[src/rtl/fb_pingpong_ctrl.sv]
// Ping-pong frame-buffer controller: two banks in one SDP RAM.
// Frames fill alternating banks and are served to the reader in order.
module fb_pingpong_ctrl #(
  parameter int MEM_DEPTH  = 130560,
  parameter int ADDR_WIDTH = 17,
  parameter int DATA_WIDTH = 16
) (
  input  logic                  iClk,
  input  logic                  iRst,
  input  logic                  i_Clk_en,
  input  logic                  i_wr_valid,
  input  logic [ADDR_WIDTH-1:0] i_wr_addr,
  input  logic [DATA_WIDTH-1:0] i_wr_data,
  output logic                  o_wr_rearm,
  output logic                  o_wmem_we,
  output logic [ADDR_WIDTH:0]   o_wmem_addr,
  output logic [DATA_WIDTH-1:0] o_wmem_data,
  output logic [ADDR_WIDTH:0]   o_rmem_addr,
  input  logic [DATA_WIDTH-1:0] i_rmem_data,
  output logic                  o_rd_frame_avail,
  input  logic                  i_rd_en,
  output logic                  o_rd_valid,
  output logic [DATA_WIDTH-1:0] o_rd_data,
  output logic                  o_rd_last,
  output logic [7:0]            o_drop_cnt
);

  localparam logic [ADDR_WIDTH-1:0] LAST =
    ADDR_WIDTH'(MEM_DEPTH - 1);

  typedef enum logic [1:0] {
    W_IDLE,
    W_FILL,
    W_DROP
  } wstate_t;

  typedef enum logic {
    R_IDLE,
    R_READ
  } rstate_t;

  wstate_t               w_q, w_d;
  rstate_t               r_q, r_d;
  logic [1:0]            full_q, full_d;
  logic                  wr_bank_q, wr_bank_d;
  logic                  rd_bank_q, rd_bank_d;
  logic [ADDR_WIDTH-1:0] rd_cnt_q, rd_cnt_d;
  logic [7:0]            drop_q, drop_d;
  logic                  rearm_q, rearm_d;
  logic                  vld_q, last_q;

  logic wr_px, wr_last, we, fill_done;
  logic avail, issue, rd_end;

  // Reset cycle must not leak a write strobe or read issue.
  assign wr_px   = i_Clk_en & i_wr_valid & ~iRst;
  assign wr_last = wr_px & (i_wr_addr == LAST);

  always_comb begin
    w_d       = w_q;
    we        = 1'b0;
    fill_done = 1'b0;
    rearm_d   = 1'b0;
    drop_d    = drop_q;
    unique case (w_q)
      W_IDLE: begin
        if (wr_px && i_wr_addr == '0) begin
          if (!full_q[wr_bank_q]) begin
            w_d = W_FILL;
            we  = 1'b1;
          end else begin
            w_d = W_DROP;
            if (drop_q != 8'hFF)
              drop_d = drop_q + 8'd1;
          end
        end
      end
      W_FILL: begin
        we = wr_px;
        if (wr_last) begin
          fill_done = 1'b1;
          rearm_d   = 1'b1;
          w_d       = W_IDLE;
        end
      end
      W_DROP: begin
        if (wr_last) begin
          rearm_d = 1'b1;
          w_d     = W_IDLE;
        end
      end
      default: w_d = W_IDLE;
    endcase
  end

  assign avail  = full_q[rd_bank_q] & (r_q == R_IDLE);
  assign issue  = i_rd_en & ~iRst
                & (avail | (r_q == R_READ));
  assign rd_end = issue & (rd_cnt_q == LAST);

  always_comb begin
    r_d       = r_q;
    rd_cnt_d  = rd_cnt_q;
    rd_bank_d = rd_bank_q;
    if (issue) begin
      if (rd_end) begin
        r_d       = R_IDLE;
        rd_cnt_d  = '0;
        rd_bank_d = ~rd_bank_q;
      end else begin
        r_d      = R_READ;
        rd_cnt_d = rd_cnt_q + ADDR_WIDTH'(1);
      end
    end
  end

  // Fill and release always target different banks.
  always_comb begin
    full_d = full_q;
    if (fill_done)
      full_d[wr_bank_q] = 1'b1;
    if (rd_end)
      full_d[rd_bank_q] = 1'b0;
    wr_bank_d = wr_bank_q ^ fill_done;
  end

  always_ff @(posedge iClk) begin
    if (iRst) begin
      w_q       <= W_IDLE;
      r_q       <= R_IDLE;
      full_q    <= 2'b00;
      wr_bank_q <= 1'b0;
      rd_bank_q <= 1'b0;
      rd_cnt_q  <= '0;
      drop_q    <= 8'd0;
      rearm_q   <= 1'b0;
      vld_q     <= 1'b0;
      last_q    <= 1'b0;
    end else begin
      w_q       <= w_d;
      r_q       <= r_d;
      full_q    <= full_d;
      wr_bank_q <= wr_bank_d;
      rd_bank_q <= rd_bank_d;
      rd_cnt_q  <= rd_cnt_d;
      drop_q    <= drop_d;
      rearm_q   <= rearm_d;
      vld_q     <= issue;
      last_q    <= rd_end;
    end
  end

  assign o_wr_rearm       = rearm_q;
  assign o_wmem_we        = we;
  assign o_wmem_addr      = we ? {wr_bank_q, i_wr_addr} : '0;
  assign o_wmem_data      = we ? i_wr_data : '0;
  assign o_rmem_addr      = {rd_bank_q, rd_cnt_q};
  assign o_rd_frame_avail = avail;
  assign o_rd_valid       = vld_q;
  assign o_rd_data        = vld_q ? i_rmem_data : '0;
  assign o_rd_last        = last_q;
  assign o_drop_cnt       = drop_q;

endmodule

[config.mk]
export PLATFORM = sky130hd
export DESIGN_NAME = fb_pingpong_ctrl
export DESIGN_NICKNAME = d
export VERILOG_FILES = /design/src/rtl/fb_pingpong_ctrl.sv
export SDC_FILE = /design/constraint.sdc
export NUM_CORES = 1
export LEC_CHECK = 0
export CAP_MARGIN = 20
export CELL_PAD_IN_SITES_DETAIL_PLACEMENT = 1
export CELL_PAD_IN_SITES_GLOBAL_PLACEMENT = 1
export CORE_MARGIN = 10
export CORE_UTILIZATION = 22
export CTS_CLUSTER_SIZE = 25
export DETAILED_ROUTE_END_ITERATION = 6
export PLACE_DENSITY = 0.79
export SYNTH_ARGS = -nofsm -noshare
export SYNTH_HDL_FRONTEND = slang
export SYNTH_SLANG_ARGS = --single-unit
[constraint.sdc]
create_clock -name iClk -period 2.3 [get_ports iClk]
set_input_delay 0.46 -clock iClk [delete_from_list [all_inputs] [get_ports iClk]]
set_output_delay 0.46 -clock iClk [all_outputs]
set_load 0.005 [all_outputs]
==> results_dict.tcl, run 1 <==
set metrics [dict create \
    synthTopCellsByArea "dfxtp_1, and2_1, nor2_1, xnor2_1, nand4_1" \
    peakVddDrop_mv 0.228 \
    postRouteAntennaNets 0 \
    outcome "complete, but fails checks" \
    ys_ff_latch 35 \
    internal_power_mw 0.971 \
    cp-end-kind "primary output" \
    p_switching_mw 0.281 \
    synth_top_area_cell "dfxtp_1" \
    yosysSeqAreaShare 0.339 \
    cap_violations 0 \
    setup_viol 35 \
    hpwl_mm 7.06 \
    holdWs_ns 0.507 \
    synth_top_area_frac 0.339 \
    hold_class "reg2reg" \
    finalWorstSetupSlack_ns -0.332 \
    crit_arrival_ns 2.17 \
    timing.rr.start "rd_cnt_q[0]" \
    slew_headroom 0.615 \
    final_common_cell "clkdlybuf4s50_1" \
    power_frac_comb 0.115 \
    global_route.usage.total 0.134 \
    totalWireLength_mm 10.2 \
    dieArea_mm2 0.0137 \
    routabilityCongestion 0.786 \
    worst_hold_startpoint "o_drop_cnt[5]" \
    p_leak_nw 1.71 \
    synth_area_mm2 0.00207 \
    fin_nets 497 \
    via_per_inst 4.68 \
    synth_warnings 0 \
    worst_path_max_delay_cell "or4_4" \
    clock_latency_ns 0.29 \
    power_density_mw_per_mm2 299 \
    skew_ns 0.00716 \
    rsz0062_at_grt "true" \
    numClockSinks 35 \
    critPathKind "in2out" \
    drv_slew 0 \
    syn_inst 258 \
    root_buffer "clkbuf_8" \
    power_frac_clock 0.402 \
    core-area_mm2 0.00920 \
    fin_area_mm2 0.00419 \
    avgRoutedWirePerCell_um 18.5 \
    die_y_um 117 \
    path_common_cell "buf_6" \
    worst_pin_slew_ns 0.573 \
    routed-via-count 2577 \
    finalHoldViolCount 0 \
    most-common-layout-cells "clkdlybuf4s50_1, buf_6, dfxtp_1" \
    synth_cell_types 45 \
    worstPathRequired_ns 1.84 \
    cts_buffers 5 \
    seqPwrFrac 0.484 \
    timing.fmax_mhz 380 \
    grt_overflow 0 \
    startpoint_type "input port" \
    cp_cell_sequence "clkdlybuf4s15_1 > or4_4 > nor2_4 > nand3_4 > o21ai_4 > buf_6 > buf_6 > buf_6 > buf_6 > and2_4 > buf_6" \
    fin_crit_sh 1.14 \
    fin_crit_ns 2.63 \
    num_antenna_cells 0 \
    cp_max_fo 5 \
    areaGrowthSynthToFinish_pct 102 \
    cts_tree "built" \
    cp-startpoint "i_wr_addr[13]" \
    critical_path.max_stage_delay_ns 0.46 \
    rows 35 \
    drtPass1Iterations 4 \
    clkTransAtPathRegs_ns 0.07 \
    ios 135 \
    die_width_um 117 \
    tns_ns -8.74 \
    drive_gt1_frac 0.339 \
    grt_max_degree 22 \
    drt_iter0_drc 98 \
    antenna_found_initial 0 \
    drc 0 \
    grt_pass1_vias 2751 \
    io_buffers 134 \
    avgSynthCellArea_um2 8.02 \
    start_util 0.225 \
    htree_levels 2 \
    clock_path_buffers 2 \
    dpl_cell_area_mm2 0.00371 \
    violations "setup timing" \
    p_sw_frac 0.224 \
    synth_nets 316 \
    grt_pass1_wl_mm 14.7 \
]
-- metal layers --
layer	GRT usage	wire length, um
met3	0.0515	994
met1	0.148	3990
met5	0	0
met2	0.239	5130
met4	0.0297	77
-- through the flow --
stage	total power, mW	std cells	util	setup slack, ns
after floorplan	0.635	258	-	0.00160
after global placement	0.759	519	0.403	-0.876
after detailed placement	0.762	519	0.403	-0.957
after CTS	1.26	547	0.436	-0.291
after global routing	1.30	551	0.455	-0.391
final	1.25	551	0.455	-0.332
-- what timing repair did --
action	CTS	global route
hold endpoints to repair	0	0
gates cloned	4	0
gates resized for setup	248	49
pin swaps	30	11
hold buffers	0	0
buffers inserted	16	7
endpoints found under the setup margin	42	35
-- logic make-up (layout without fill, tap and decap cells) --
kind of cell             Yosys count  in the layout  share of synthesized area
XOR/XNOR                          18             18                     0.0762
adder cells (fa/ha/maj)            4              4                     0.0242
buffers and inverters             18            200                     0.0387
flip-flops                        35             35                      0.339
AND/OR/NAND/NOR                  151            151                      0.415
multiplexers                       4              4                     0.0206
AO/OA/AOI/OAI                     28             28                     0.0865
-- power groups by stage --
stage	Clock (mW)	Combinational (mW)	Sequential (mW)
finish	0.503	0.144	0.606
global route	0.541	0.153	0.605
CTS	0.519	0.136	0.605
detailed placement	0	0.142	0.620
global placement	0	0.139	0.620
floorplan	0	0.0154	0.620
-- worst max-delay path, delay by kind of cell --
kind | cells | cell delay [ns]
AOI/OAI and AO/OA | 1 | 0.18
and+or+nand+nor | 4 | 0.80
buffers and inverters | 6 | 0.72
-- sequential cells by signal, indices dropped and copies added, names as in the netlist --
| signal | count |
|---|---|
| o_drop_cnt | 8 |
| rd_cnt_q | 17 |
| rd_bank_q | 1 |
| o_rd_last | 1 |
| full_q | 2 |
| o_wr_rearm | 1 |
| wr_bank_q | 1 |
| o_rd_valid | 1 |
| w_q | 2 |
| r_q | 1 |
-- Yosys cell counts (all sizes together) --
master   count
a21o         1
a21oi        7
a221oi       1
a22oi        1
a31oi        1
a41oi        1
and2        51
and3         4
and4         3
and4b        2
and4bb       2
buf          3
clkbuf       7
dfxtp       35
ha           4
inv          8
mux2         2
mux2i        2
nand2       13
nand2b       1
nand3       10
nand3b       1
nand4       10
nor2        30
nor2b        1
nor3         6
nor4         4
o2111ai      1
o211ai       2
o21ai       10
o21ba        1
o32ai        2
or2          2
or3          8
or4          3
xnor2       12
xor2         6
-- area by class of cell --
cell class	count	area (um^2)
inverter	8	30.0
sequential	35	701
multi-input combinational	205	1430
timing repair buffer	184	1780
tap	111	139
clock buffer	8	100
fill	1068	5010
-- final timing paths --
path / cells after the start / endpoint / slack, ns
hold / removal: 2 / o_drop_cnt[5] / 0.51
setup / recovery: 11 / o_wmem_addr[1] / -0.33
hold reg to reg: 2 / o_drop_cnt[5] / 0.51
setup reg to reg: 7 / rd_cnt_q[13] / 0.22
Power figures use the tool's default switching activity.
==> run 2, diff against run 1 <==
--- a/config.mk
+++ b/config.mk
@@ -12,7 +12,10 @@
 export CORE_UTILIZATION = 22
 export CTS_CLUSTER_SIZE = 25
 export DETAILED_ROUTE_END_ITERATION = 6
+export GPL_TIMING_DRIVEN = 0
 export PLACE_DENSITY = 0.79
+export SKIP_CTS_REPAIR_TIMING = 1
+export SLEW_MARGIN = 40
 export SYNTH_ARGS = -nofsm -noshare
 export SYNTH_HDL_FRONTEND = slang
 export SYNTH_SLANG_ARGS = --single-unit
==> results_dict.tcl, run 2 (synthesis results as in run 1) <==
set metrics [dict create \
    worstHoldEndpoint "o_drop_cnt[5]" \
    critPathKind "in2out" \
    worst_pin_slew_ns 0.673 \
    fin_crit_sh 1.15 \
    rsz0062_at_grt "true" \
    grt_pass1_vias 2474 \
    routabilityCongestion 0.750 \
    cp-end-kind "primary output" \
    via_per_inst 4.72 \
    timing.fmax_mhz 377 \
    top_register "rd_cnt_q" \
    drive_gt1_frac 0.272 \
    grt_max_degree 11 \
    antenna_found_initial 0 \
    total_power_mw 1.23 \
    skew_ns 0.00967 \
    die_y_um 117 \
    num_antenna_cells 0 \
    startpoint_type "input port" \
    r2r_end "rd_cnt_q[11]" \
    drtPass1Iterations 4 \
    clock_path_buffers 2 \
    dieArea_mm2 0.0137 \
    hpwl_mm 7.21 \
    finalWorstSetupSlack_ns -0.353 \
    dp.cells 503 \
    hold_class "reg2reg" \
    die_width_um 117 \
    routed-via-count 2489 \
    r2r_cells 7 \
    final-instance-count-excl-fill 527 \
    avgRoutedWirePerCell_um 17.8 \
    cap_violations 0 \
    p_leak_nw 1.70 \
    grt_overflow 0 \
    finalHoldViolCount 0 \
    cp-startpoint "i_wr_addr[16]" \
    drv_slew 0 \
    cts_buffers 5 \
    largest_reg_flops 17 \
    clkTransAtPathRegs_ns 0.08 \
    crit_arrival_ns 2.19 \
    worst_hold_startpoint "o_drop_cnt[5]" \
    io_buffers 134 \
    cts_tree "built" \
    areaGrowthSynthToFinish_pct 94.1 \
    drt_iter0_drc 38 \
    holdPathStages 2 \
    slew_headroom 0.547 \
    dp_slack_ns -1.34 \
    start_util 0.225 \
    ios 135 \
    core-area_mm2 0.00920 \
    power_density_mw_per_mm2 306 \
    drc 0 \
    finish.utilization 0.437 \
    worstPathRequired_ns 1.84 \
    clock_latency_ns 0.29 \
    totalWireLength_mm 9.40 \
    peakVddDrop_mv 0.305 \
    timing.rr.start "rd_cnt_q[0]" \
    grt_pass1_wl_mm 12.7 \
    rrSetupSlack_ns 0.20 \
    final_common_cell "clkdlybuf4s50_1" \
    global_route.usage.total 0.116 \
    fin_crit_ns 2.65 \
    postRouteAntennaNets 0 \
    violations "setup timing" \
    cp_max_fo 5 \
    fin_nets 473 \
    htree_levels 2 \
    holdWs_ns 0.510 \
    most-common-layout-cells "clkdlybuf4s50_1, buf_6, dfxtp_1" \
    root_buffer "clkbuf_8" \
    outcome "complete, but fails checks" \
    setup_viol 34 \
    numClockSinks 35 \
    rows 35 \
]
==> run 2: cell types whose count changed in the layout (fill, tap and decap cells not counted), moves of 2 or more <==
cell	previous run	this run
and2_1	21	23
and2_4	30	28
buf_4	31	9
buf_6	53	42
clkbuf_1	1	4
clkdlybuf4s15_1	4	0
dlygate4sd2_1	4	0
dlymetal6s2s_1	0	16
==> run 2: how the worst max path moves through the flow <==
stage / to / slack [ns] / cells after the start
after global routing: o_wmem_data[8] / -0.44 / 11
after detailed placement: o_wmem_addr[3] / -1.34 / 8
after CTS: o_wmem_addr[3] / -1.35 / 8
final: o_wmem_data[6] / -0.35 / 11
after floorplan: o_wmem_addr[10] / 0.002 / 6
after global placement: o_wmem_addr[9] / -1.32 / 8
==> run 2: metrics by stage <==
stage          instance area, um^2  setup TNS, ns
2_1_floorplan                 2070              0
3_3_place_gp                  3550         -45.30
3_5_place_dp                  3550         -46.43
4_1_cts                       3650         -44.33
5_1_grt                       4020         -11.79
6_report                      4020          -8.92
==> run 2: per-layer routing <==
metal / GRT usage / vias up / share of wire
met3: 0.0459 / 8 / 0.085
li1: - / 1202 / -
met4: 0.0247 / 0 / 0.0062
met1: 0.124 / 1181 / 0.41
met2: 0.208 / 98 / 0.50
met5: 0 / - / 0
==> run 2: cell type report <==
cell class,instances,area (um^2)
clock buffer,8,100
buffer,10,76.3
multi-input combinational,205,1430
sequential,35,701
inverter,8,30.0
fill,1083,5180
tap,111,139
timing repair buffer,150,1540
==> run 2: critical path: stages <==
cell and delay, ns:
buf_6 0.09, or4_4 0.56, nor2_4 0.15, nand3_4 0.10, o21ai_4 0.21, buf_12 0.13, buf_6 0.09, buf_6 0.08
buf_6 0.10, and2_4 0.13, buf_6 0.09
==> run 2: power by group <==
group	internal, mW	total (mW)	switching (mW)
combinational	0.0827	0.127	0.0446
clock	0.273	0.495	0.222
sequential	0.606	0.606	0.0000000205
total	0.962	1.23	0.266
==> run 3, diff against run 2 <==
--- a/config.mk
+++ b/config.mk
@@ -8,12 +8,14 @@
 export CAP_MARGIN = 20
 export CELL_PAD_IN_SITES_DETAIL_PLACEMENT = 1
 export CELL_PAD_IN_SITES_GLOBAL_PLACEMENT = 1
+export CORE_ASPECT_RATIO = 0.7
 export CORE_MARGIN = 10
 export CORE_UTILIZATION = 22
 export CTS_CLUSTER_SIZE = 25
 export DETAILED_ROUTE_END_ITERATION = 6
 export GPL_TIMING_DRIVEN = 0
 export PLACE_DENSITY = 0.79
+export REMOVE_ABC_BUFFERS = 1
 export SKIP_CTS_REPAIR_TIMING = 1
 export SLEW_MARGIN = 40
 export SYNTH_ARGS = -nofsm -noshare
==> results_dict.tcl, run 3 (synthesis results as in run 1) <==
set metrics [dict create \
    avgRoutedWirePerCell_um 19.1 \
    core-area_mm2 0.00911 \
    cts_tree "built" \
    global_route.usage.total 0.121 \
    final_common_cell "clkdlybuf4s50_1" \
    critPathKind "in2out" \
    r2r_cells 7 \
    fin_nets 465 \
    finalWorstSetupSlack_ns -0.381 \
    dp_slack_ns -1.48 \
    cts_buffers 5 \
    drv_slew 0 \
    most-common-layout-cells "clkdlybuf4s50_1, dfxtp_1, and2_1" \
    grt_pass1_wl_mm 13.5 \
    clkTransAtPathRegs_ns 0.06 \
    routabilityCongestion 0.761 \
    antenna_found_initial 1 \
    worst_path_max_delay_cell "or4_4" \
    setup_viol 35 \
    drc 0 \
    grt_pass1_vias 2464 \
    multi_input_area_mm2 0.00141 \
    worstPathRequired_ns 1.84 \
    power_density_mw_per_mm2 372 \
    critical_path.max_stage_delay_ns 0.54 \
    cap_violations 0 \
    drt_iter0_drc 114 \
    dpl_cell_area_mm2 0.00354 \
    rows 29 \
    critical_path.top_delay_family "simple AND/OR/NAND/NOR gates" \
    timing.fmax_mhz 373 \
    drive_gt1_frac 0.252 \
    numClockSinks 35 \
    violations "setup timing" \
    postRouteAntennaNets 0 \
    root_buffer "clkbuf_16" \
    areaGrowthSynthToFinish_pct 94.7 \
    startpoint_type "input port" \
    fin_crit_ns 2.68 \
    start_util 0.227 \
    clock_path_buffers 2 \
    routed-via-count 2501 \
    skew_ns 0.00934 \
    worst_pin_slew_ns 0.743 \
    seq_area_um2 701 \
    path_common_cell "buf_6" \
    grt_overflow 0 \
    die_width_um 136 \
    rsz0062_at_grt "true" \
    largest_reg_flops 17 \
    cp-end-kind "primary output" \
    p_leak_nw 1.68 \
    peakVddDrop_mv 0.282 \
    hpwl_mm 7.00 \
    top_register "rd_cnt_q" \
    io_buffers 134 \
    fin_area_mm2 0.00403 \
    die_y_um 101 \
    n_fill_cell 1069 \
    grt_max_degree 35 \
    critPathBufInv 6 \
    drtPass1Iterations 4 \
    ios 135 \
    totalWireLength_mm 10.2 \
    cp_max_fo 6 \
    holdPathStages 2 \
    finalHoldViolCount 0 \
    cp_cell_sequence "clkbuf_2 > or4_4 > nor2_4 > nand3_4 > o21ai_4 > buf_12 > clkbuf_16 > buf_8 > buf_6 > and2_4 > buf_6" \
    via_per_inst 4.69 \
    dieArea_mm2 0.0137 \
    crit_arrival_ns 2.22 \
    crit_cells 11 \
    slew_headroom 0.500 \
    hold_class "in2reg" \
    outcome "complete, but fails checks" \
    clock_latency_ns 0.28 \
    htree_levels 2 \
    fin_crit_sh 1.17 \
]
## run 3: cell types whose count changed in the layout (fill, tap and decap cells not counted), sizes merged
cell / delta
clkinv: +2
bufinv: +1
buf: -7
clkdlybuf4s50: +1
clkbuf: -2
dlymetal6s2s: -3
diode: +1
## run 3: layout make-up
type / count / area share
multi-input combinational: 205 / 0.351
sequential: 35 / 0.174
timing repair buffer: 152 / 0.387
inverter: 8 / 0.00745
clock buffer: 5 / 0.0311
tap: 124 / 0.0385
clock inverter: 3 / 0.0109
antenna: 1 / 0.000621
## run 3: power breakdown
group	leakage, nW	internal (mW)	switching, mW
Clock	0.0838	0.511	0.256
Sequential	0.282	0.606	0.0000000257
Combinational	1.32	0.0829	0.0438
Total	1.68	1.20	0.300
## run 3: worst paths after layout
kind,from,endpoint,slack [ns]
setup / recovery,i_wr_addr[16],o_wmem_data[1],-0.38
hold / removal,iRst,rd_cnt_q[1],0.47
setup reg to reg,rd_cnt_q[0],rd_cnt_q[2],0.07
hold reg to reg,o_drop_cnt[5],o_drop_cnt[5],0.51
## run 3: layer usage
metal | routed length [um] | part of all wire | GRT usage | vias up
met3 | 400 | 0.039 | 0.0287 | 14
met4 | 214 | 0.021 | 0.0286 | 0
met2 | 5300 | 0.52 | 0.215 | 61
li1 | - | - | - | 1196
met1 | 4270 | 0.42 | 0.144 | 1230
met5 | 0 | 0 | 0 | -
## run 3: through the flow
stage | utilization | TNS (ns) | power, mW | cells | hold WS (ns)
3_5_place_dp | 0.389 | -61.04 | 0.736 | 507 | 0.509
5_1_grt | 0.442 | -12.42 | 1.54 | 533 | 0.479
4_1_cts | 0.407 | -55.52 | 1.50 | 515 | 0.516
2_1_floorplan | - | -13.82 | 0.630 | 248 | 0.467
3_3_place_gp | 0.386 | -89.70 | 0.733 | 506 | 0.486
6_report | 0.442 | -9.92 | 1.50 | 533 | 0.473
